[src/rtl/cpu_mem_request_pkg.sv]
// Shared definitions for the memory-access stage: FSM states, byte-lane
// mask encodings and a helper that sizes the timeout counter.
package cpu_mem_request_pkg;

    typedef enum logic [1:0] {
        IDLE    = 2'd0,
        REQ     = 2'd1,
        WAIT_RD = 2'd2
    } memState_t;

    localparam logic [1:0] MASK_WORD = 2'b11;
    localparam logic [1:0] MASK_LO   = 2'b01;
    localparam logic [1:0] MASK_HI   = 2'b10;

    // Smallest counter width able to hold every value up to the limit.
    function automatic int timeoutCounterWidth(input int limit);
        if (limit < 2) begin
            return 1;
        end
        return $clog2(limit + 1);
    endfunction

endpackage

[src/rtl/cpu_mem_request_if.sv]
// CPU data-bus signals between the memory-access stage (master) and
// the memory system (slave).
interface cpu_mem_request_if #(
    parameter int BITS         = 16,
    parameter int ADDRESS_BITS = 16
);
    logic                    bus_valid;
    logic                    bus_wr;
    logic [ADDRESS_BITS-1:0] bus_addr;
    logic [BITS-1:0]         bus_wdata;
    logic [1:0]              bus_wr_mask;
    logic                    bus_ready;
    logic                    bus_rvalid;
    logic [BITS-1:0]         bus_rdata;

    modport master (
        output bus_valid, bus_wr, bus_addr, bus_wdata, bus_wr_mask,
        input  bus_ready, bus_rvalid, bus_rdata
    );

    modport slave (
        input  bus_valid, bus_wr, bus_addr, bus_wdata, bus_wr_mask,
        output bus_ready, bus_rvalid, bus_rdata
    );
endinterface

[src/rtl/cpu_mem_request_load_formatter.sv]
// Byte-lane extraction and zero/sign extension of load data.
module cpu_load_formatter
    import cpu_mem_request_pkg::*;
#(
    parameter int BITS = 16
) (
    input  logic [BITS-1:0] rdata_i,
    input  logic [1:0]      mask_i,
    input  logic            sx_i,
    output logic [BITS-1:0] result_o
);

    logic [7:0] laneByte;

    // Pick the addressed byte lane, then widen it; word loads pass straight through.
    always_comb begin
        laneByte = (mask_i == MASK_HI) ? rdata_i[15:8] : rdata_i[7:0];
        if ((mask_i == MASK_LO) || (mask_i == MASK_HI)) begin
            result_o = {{(BITS-8){sx_i & laneByte[7]}}, laneByte};
        end else begin
            result_o = rdata_i;
        end
    end

endmodule

[src/rtl/cpu_mem_request.sv]
// Memory-access stage: latches a load/store from execute, runs the bus
// handshake, formats load data for writeback and stalls while busy.
module cpu_mem_request
    import cpu_mem_request_pkg::*;
#(
    parameter int BITS           = 16,
    parameter int ADDRESS_BITS   = 16,
    parameter int REGISTER_BITS  = 4,
    parameter int TIMEOUT_CYCLES = 255
) (
    input  logic                     CLK,
    input  logic                     RST,
    input  logic                     load_memory,
    input  logic                     store_memory,
    input  logic [ADDRESS_BITS-1:0]  load_store_address,
    input  logic [BITS-1:0]          memory_out,
    input  logic [1:0]               memory_wr_mask,
    input  logic                     load_sx,
    input  logic [REGISTER_BITS-1:0] dest_reg,
    cpu_mem_request_if.master        bus,
    output logic                     wb_valid,
    output logic [REGISTER_BITS-1:0] wb_reg,
    output logic [BITS-1:0]          wb_data,
    output logic                     stall,
    output logic                     bus_error
);

    localparam int CNT_W = timeoutCounterWidth(TIMEOUT_CYCLES);
    localparam bit TIMEOUT_EN = (TIMEOUT_CYCLES != 0);
    localparam logic [CNT_W-1:0] CNT_LIMIT =
        CNT_W'((TIMEOUT_CYCLES == 0) ? 0 : TIMEOUT_CYCLES - 1);

    memState_t               state_q,   state_d;
    logic [CNT_W-1:0]        cnt_q,     cnt_d;
    logic                    wr_q,      wr_d;
    logic [ADDRESS_BITS-1:0] addr_q,    addr_d;
    logic [BITS-1:0]         wdata_q,   wdata_d;
    logic [1:0]              mask_q,    mask_d;
    logic                    sx_q,      sx_d;
    logic [REGISTER_BITS-1:0] dreg_q,   dreg_d;
    logic                    wbValid_q, wbValid_d;
    logic [REGISTER_BITS-1:0] wbReg_q,  wbReg_d;
    logic [BITS-1:0]         wbData_q,  wbData_d;
    logic                    busError_q, busError_d;
    logic                    timeoutHit;
    logic [BITS-1:0]         formatted;

    cpu_load_formatter #(.BITS(BITS)) uFormatter (
        .rdata_i  (bus.bus_rdata),
        .mask_i   (mask_q),
        .sx_i     (sx_q),
        .result_o (formatted)
    );

    // Next-state logic: capture in IDLE, handshake in REQ, collect data in
    // WAIT_RD; the counter expiring on its last allowed cycle aborts the access.
    always_comb begin
        state_d    = state_q;
        cnt_d      = cnt_q;
        wr_d       = wr_q;
        addr_d     = addr_q;
        wdata_d    = wdata_q;
        mask_d     = mask_q;
        sx_d       = sx_q;
        dreg_d     = dreg_q;
        wbValid_d  = 1'b0;
        wbReg_d    = wbReg_q;
        wbData_d   = wbData_q;
        busError_d = 1'b0;
        timeoutHit = TIMEOUT_EN && (cnt_q == CNT_LIMIT);
        case (state_q)
            IDLE: begin
                if (store_memory || load_memory) begin
                    state_d = REQ;
                    cnt_d   = '0;
                    wr_d    = store_memory;
                    addr_d  = load_store_address;
                    wdata_d = memory_out;
                    mask_d  = memory_wr_mask;
                    sx_d    = load_sx;
                    dreg_d  = dest_reg;
                end
            end
            REQ: begin
                cnt_d = cnt_q + CNT_W'(1);
                if (bus.bus_ready) begin
                    cnt_d   = '0;
                    state_d = wr_q ? IDLE : WAIT_RD;
                end else if (timeoutHit) begin
                    state_d    = IDLE;
                    busError_d = 1'b1;
                    if (!wr_q) begin
                        wbValid_d = 1'b1;
                        wbReg_d   = dreg_q;
                        wbData_d  = '0;
                    end
                end
            end
            WAIT_RD: begin
                cnt_d = cnt_q + CNT_W'(1);
                if (bus.bus_rvalid) begin
                    state_d   = IDLE;
                    wbValid_d = 1'b1;
                    wbReg_d   = dreg_q;
                    wbData_d  = formatted;
                end else if (timeoutHit) begin
                    state_d    = IDLE;
                    busError_d = 1'b1;
                    wbValid_d  = 1'b1;
                    wbReg_d    = dreg_q;
                    wbData_d   = '0;
                end
            end
            default: state_d = IDLE;
        endcase
    end

    // State and captured-request registers; reset aborts any access in flight.
    always_ff @(posedge CLK) begin
        if (RST) begin
            state_q    <= IDLE;
            cnt_q      <= '0;
            wr_q       <= 1'b0;
            addr_q     <= '0;
            wdata_q    <= '0;
            mask_q     <= MASK_WORD;
            sx_q       <= 1'b0;
            dreg_q     <= '0;
            wbValid_q  <= 1'b0;
            wbReg_q    <= '0;
            wbData_q   <= '0;
            busError_q <= 1'b0;
        end else begin
            state_q    <= state_d;
            cnt_q      <= cnt_d;
            wr_q       <= wr_d;
            addr_q     <= addr_d;
            wdata_q    <= wdata_d;
            mask_q     <= mask_d;
            sx_q       <= sx_d;
            dreg_q     <= dreg_d;
            wbValid_q  <= wbValid_d;
            wbReg_q    <= wbReg_d;
            wbData_q   <= wbData_d;
            busError_q <= busError_d;
        end
    end

    assign bus.bus_valid   = (state_q == REQ);
    assign bus.bus_wr      = wr_q;
    assign bus.bus_addr    = addr_q;
    assign bus.bus_wdata   = wdata_q;
    assign bus.bus_wr_mask = mask_q;

    assign wb_valid  = wbValid_q;
    assign wb_reg    = wbReg_q;
    assign wb_data   = wbData_q;
    assign bus_error = busError_q;
    assign stall     = (state_q != IDLE) | load_memory | store_memory;

endmodule

[src/flat_wrapper.sv]
// flat-port wrapper written by rule: the top's interface ports become plain ports
module cpu_mem_request_flat import cpu_mem_request_pkg::*;
#(
    parameter int BITS           = 16,
    parameter int ADDRESS_BITS   = 16,
    parameter int REGISTER_BITS  = 4,
    parameter int TIMEOUT_CYCLES = 255
)
  (CLK, RST, load_memory, store_memory, load_store_address, memory_out, memory_wr_mask, load_sx, dest_reg, wb_valid, wb_reg, wb_data, stall, bus_error, bus_bus_valid, bus_bus_wr, bus_bus_addr, bus_bus_wdata, bus_bus_wr_mask, bus_bus_ready, bus_bus_rvalid, bus_bus_rdata);
  cpu_mem_request_if #(.BITS(BITS), .ADDRESS_BITS(ADDRESS_BITS)) bus_i ();
  input  logic CLK;
  input  logic RST;
  input  logic load_memory;
  input  logic store_memory;
  input  logic [ADDRESS_BITS-1:0] load_store_address;
  input  logic [BITS-1:0] memory_out;
  input  logic [1:0] memory_wr_mask;
  input  logic load_sx;
  input  logic [REGISTER_BITS-1:0] dest_reg;
  output logic wb_valid;
  output logic [REGISTER_BITS-1:0] wb_reg;
  output logic [BITS-1:0] wb_data;
  output logic stall;
  output logic bus_error;
  output wire logic [$bits(bus_i.bus_valid)-1:0] bus_bus_valid;
  output wire logic [$bits(bus_i.bus_wr)-1:0] bus_bus_wr;
  output wire logic [$bits(bus_i.bus_addr)-1:0] bus_bus_addr;
  output wire logic [$bits(bus_i.bus_wdata)-1:0] bus_bus_wdata;
  output wire logic [$bits(bus_i.bus_wr_mask)-1:0] bus_bus_wr_mask;
  input wire logic [$bits(bus_i.bus_ready)-1:0] bus_bus_ready;
  input wire logic [$bits(bus_i.bus_rvalid)-1:0] bus_bus_rvalid;
  input wire logic [$bits(bus_i.bus_rdata)-1:0] bus_bus_rdata;
  assign bus_bus_valid = bus_i.bus_valid;
  assign bus_bus_wr = bus_i.bus_wr;
  assign bus_bus_addr = bus_i.bus_addr;
  assign bus_bus_wdata = bus_i.bus_wdata;
  assign bus_bus_wr_mask = bus_i.bus_wr_mask;
  assign bus_i.bus_ready = bus_bus_ready;
  assign bus_i.bus_rvalid = bus_bus_rvalid;
  assign bus_i.bus_rdata = bus_bus_rdata;
  cpu_mem_request #(.BITS(BITS), .ADDRESS_BITS(ADDRESS_BITS), .REGISTER_BITS(REGISTER_BITS), .TIMEOUT_CYCLES(TIMEOUT_CYCLES)) u_core (.CLK(CLK), .RST(RST), .load_memory(load_memory), .store_memory(store_memory), .load_store_address(load_store_address), .memory_out(memory_out), .memory_wr_mask(memory_wr_mask), .load_sx(load_sx), .dest_reg(dest_reg), .bus(bus_i), .wb_valid(wb_valid), .wb_reg(wb_reg), .wb_data(wb_data), .stall(stall), .bus_error(bus_error));
endmodule
[config.mk]
export PLATFORM = sky130hd
export DESIGN_NAME = cpu_mem_request_flat
export DESIGN_NICKNAME = d
export VERILOG_FILES = /design/src/rtl/cpu_mem_request_pkg.sv /design/src/rtl/cpu_mem_request_if.sv /design/src/rtl/cpu_mem_request_load_formatter.sv /design/src/rtl/cpu_mem_request.sv /design/src/flat_wrapper.sv
export SDC_FILE = /design/constraint.sdc
export NUM_CORES = 1
export LEC_CHECK = 0
export ABC_AREA = 1
export BUFFER_PORTS_ARGS = -buffer_cell sky130_fd_sc_hd__buf_2
export CAP_MARGIN = 40
export CORE_MARGIN = 3
export CORE_UTILIZATION = 49
export CTS_CLUSTER_DIAMETER = 80
export DETAILED_ROUTE_END_ITERATION = 10
export PLACE_DENSITY = 0.8
export REMOVE_ABC_BUFFERS = 1
export SYNTH_ARGS = -nofsm -noshare
export SYNTH_HDL_FRONTEND = slang
export SYNTH_SLANG_ARGS = --single-unit
[constraint.sdc]
create_clock -name CLK -period 1.7 [get_ports CLK]
set_input_delay 0.085 -clock CLK [delete_from_list [all_inputs] [get_ports CLK]]
set_output_delay 0.085 -clock CLK [all_outputs]
set_load 0.02 [all_outputs]
==> metrics.txt <==
Achievable Freq 632 MHz; xor/xnor cell area share of the yosys netlist 0.00553; post-placement cell count 618; Worst-Margin Slew 0.329 ns; H-tree depth 3; core area 6100 sq um; DIE HEIGHT 86.4 um; Slew Limit Fails 0; DRC Markers 0; ANT cells 0; CTS tree built; starting density of the core 0.520; share of cells above drive strength 1 0.285; Chip Width 86.4 um; # IOs 120; most common cell after layout, fill and taps aside buf_2; Max VDD drop 0.000581 V; Synth Area in Adders 0.0276; Post-Syn Instances 439; startpoint types flop; Seq/Total Area, Yosys 0.455; Cell Pwr Density 964 nW/um^2; synth top area cells dfxtp_1 (45%), nor2_1 (13%), nand2_1 (8.2%), o21ai_0 (7.1%), a21oi_1 (5.2%); simple-gate share of the synthesized area 0.283; number of buffers created by CTS 9; DRT Wirelength 8110 um; row cnt 28; # setup viols final 0; Post-Syn Area 3170 sq um; clk buf depth 2; WP data required 1.97 ns; mux share of post-synthesis cell area 0; final core utilization 0.690; TritonRoute pass-1 iters 5; buffers added on ports 119; layout net count 639; Congestion Overflow GR 0; Hold WS 0.00587 ns; FFs w/ async S/R, synth 0; setup ws final 0.119 ns; main combinational cell family by area after synthesis simple AND/OR/NAND/NOR gates; part of the cycle the worst path needs 0.930; worst min path class in -> reg; routed vias/inst 4.98; syn_area_per_cell 7.22 sq um; min Tclk post-route 1.58 ns; synth-to-layout area growth 32.8%; MaxCap Viol Count 0; dpl ws 0.0214 ns; via count 3240; Final Hold Vio Count 0; Worst Path Class, Setup reg -> reg; CTS clk-pin slew, worst paths 0.07 ns; Sinks on Clock Net 72; Seq cells post-synth 72; Synth Area in Compound Gates 0.143; register area 1440 sq um; Detail Route met2 WL 3740 um; Metal-1 WL 3420 um; Cell Count, Final, Fillers Out 650; initial antenna violation count 0; largest net degree at the start of global routing 36; Root Buffer clkbuf_8; detailed router's first-iteration violation count 126; cell accounting for the most synthesized area dfxtp_1; area of the multi-input gates 1530 sq um; Post-DRT Antenna Nets 0; dpl hpwl 5410 um; YS warnings 0; Clk Latency, worst-skew pair 0.33 ns; EDFF count, synth 0; first-pass GRT wire length 12400 um; P_leak 2.08 nW; peak fanout along the critical path 10; number of fill cells in the layout 515; ys flop type dfxtp_1; Slew HR 0.780; CP endpoint kind flop; mean routed wirelength per cell 12.5 um; met3 WL 863 um; post-route setup TNS 0 ns; Yosys top cell area share 0.455; Yosys cell types 27; commonest cells after routing, fill and taps aside buf_2 (119), nor2_1 (108), dfxtp_1 (72); placer congestion estimate 0.855; CP arrival 1.85 ns; skew final 0.0100 ns; vias in the first global route 2895; Max Used Layer met4; status finished clean; die footprint 7470 sq um; total track usage 0.205
per-stage QoR:
| step | total power, mW | cell area, sq um |
|---|---|---|
| finish | 4.06 | 4210 |
| global route | 4.28 | 4210 |
| CTS | 4.06 | 4080 |
| detailed placement | 2.76 | 3790 |
| global placement | 2.74 | 3790 |
| floorplan | 2.44 | 3040 |
report_power, final:
part	internal, mW	leakage, nW	switching [mW]
Sequential	1.82	0.592	0.0759
Clock	0.703	0.0989	0.575
Combinational	0.319	1.39	0.557
Total	2.85	2.08	1.21
worst max-delay path, cell delays in order (launching register included):
cell	delay, ns
dfxtp_1	0.39
inv_1	0.09
ha_2	0.26
nand2_1	0.29
nand2_8	0.11
buf_12	0.16
nand3b_1	0.07
nand2_1	0.05
nor2_1	0.09
layer usage:
| metal | track usage | vias up |
|---|---|---|
| met2 | 0.332 | 151 |
| met1 | 0.254 | 1414 |
| met4 | 0.0807 | 0 |
| li1 | - | 1666 |
| met3 | 0.0646 | 9 |
| met5 | 0 | - |
layout make-up:
type | instances | area share
Tap cell | 75 | 0.0223
Clock inverter | 4 | 0.0107
Clock buffer | 11 | 0.0336
Timing Repair Buffer | 140 | 0.194
Multi-Input combinational cell | 310 | 0.362
Sequential cell | 72 | 0.343
Inverter | 38 | 0.0339
synth_stat cells (4+ instances only):
| cell type | count |
|---|---|
| a21oi_1 | 33 |
| buf_2 | 4 |
| buf_6 | 6 |
| clkbuf_1 | 9 |
| dfxtp_1 | 72 |
| ha_1 | 7 |
| inv_1 | 34 |
| inv_2 | 4 |
| nand2_1 | 69 |
| nand3_1 | 19 |
| nor2_1 | 110 |
| o211ai_1 | 6 |
| o21ai_0 | 45 |
kinds of logic (layout without fill, tap and decap cells):
kind of cell / after synthesis / after routing
buf+inv: 59 / 193
simple gates: 213 / 215
compound gates: 86 / 86
fa+ha+maj: 7 / 7
xor+xnor: 2 / 2
flops: 72 / 72
worst paths after layout:
check	cells after the start	start	to	slack (ns)
worst min-delay path	3	dest_reg[1]	u_core.dreg_q[1]	0.006
worst max-delay path	8	u_core.state_q[0]	u_core.wb_reg[3]	0.12
worst min register to register	2	u_core.dreg_q[2]	u_core.dreg_q[2]	0.45
worst max register to register	8	u_core.state_q[0]	u_core.wb_reg[3]	0.12
timing repair:
item                                    4_1_cts  5_1_grt
endpoints found under the setup margin        0       25
hold buffers                                 11        0
hold endpoints to repair                     12        0
setup buffers                                 0        4
gates resized for setup                       0       10
No activity file was read; power rests on OpenSTA's default activity.
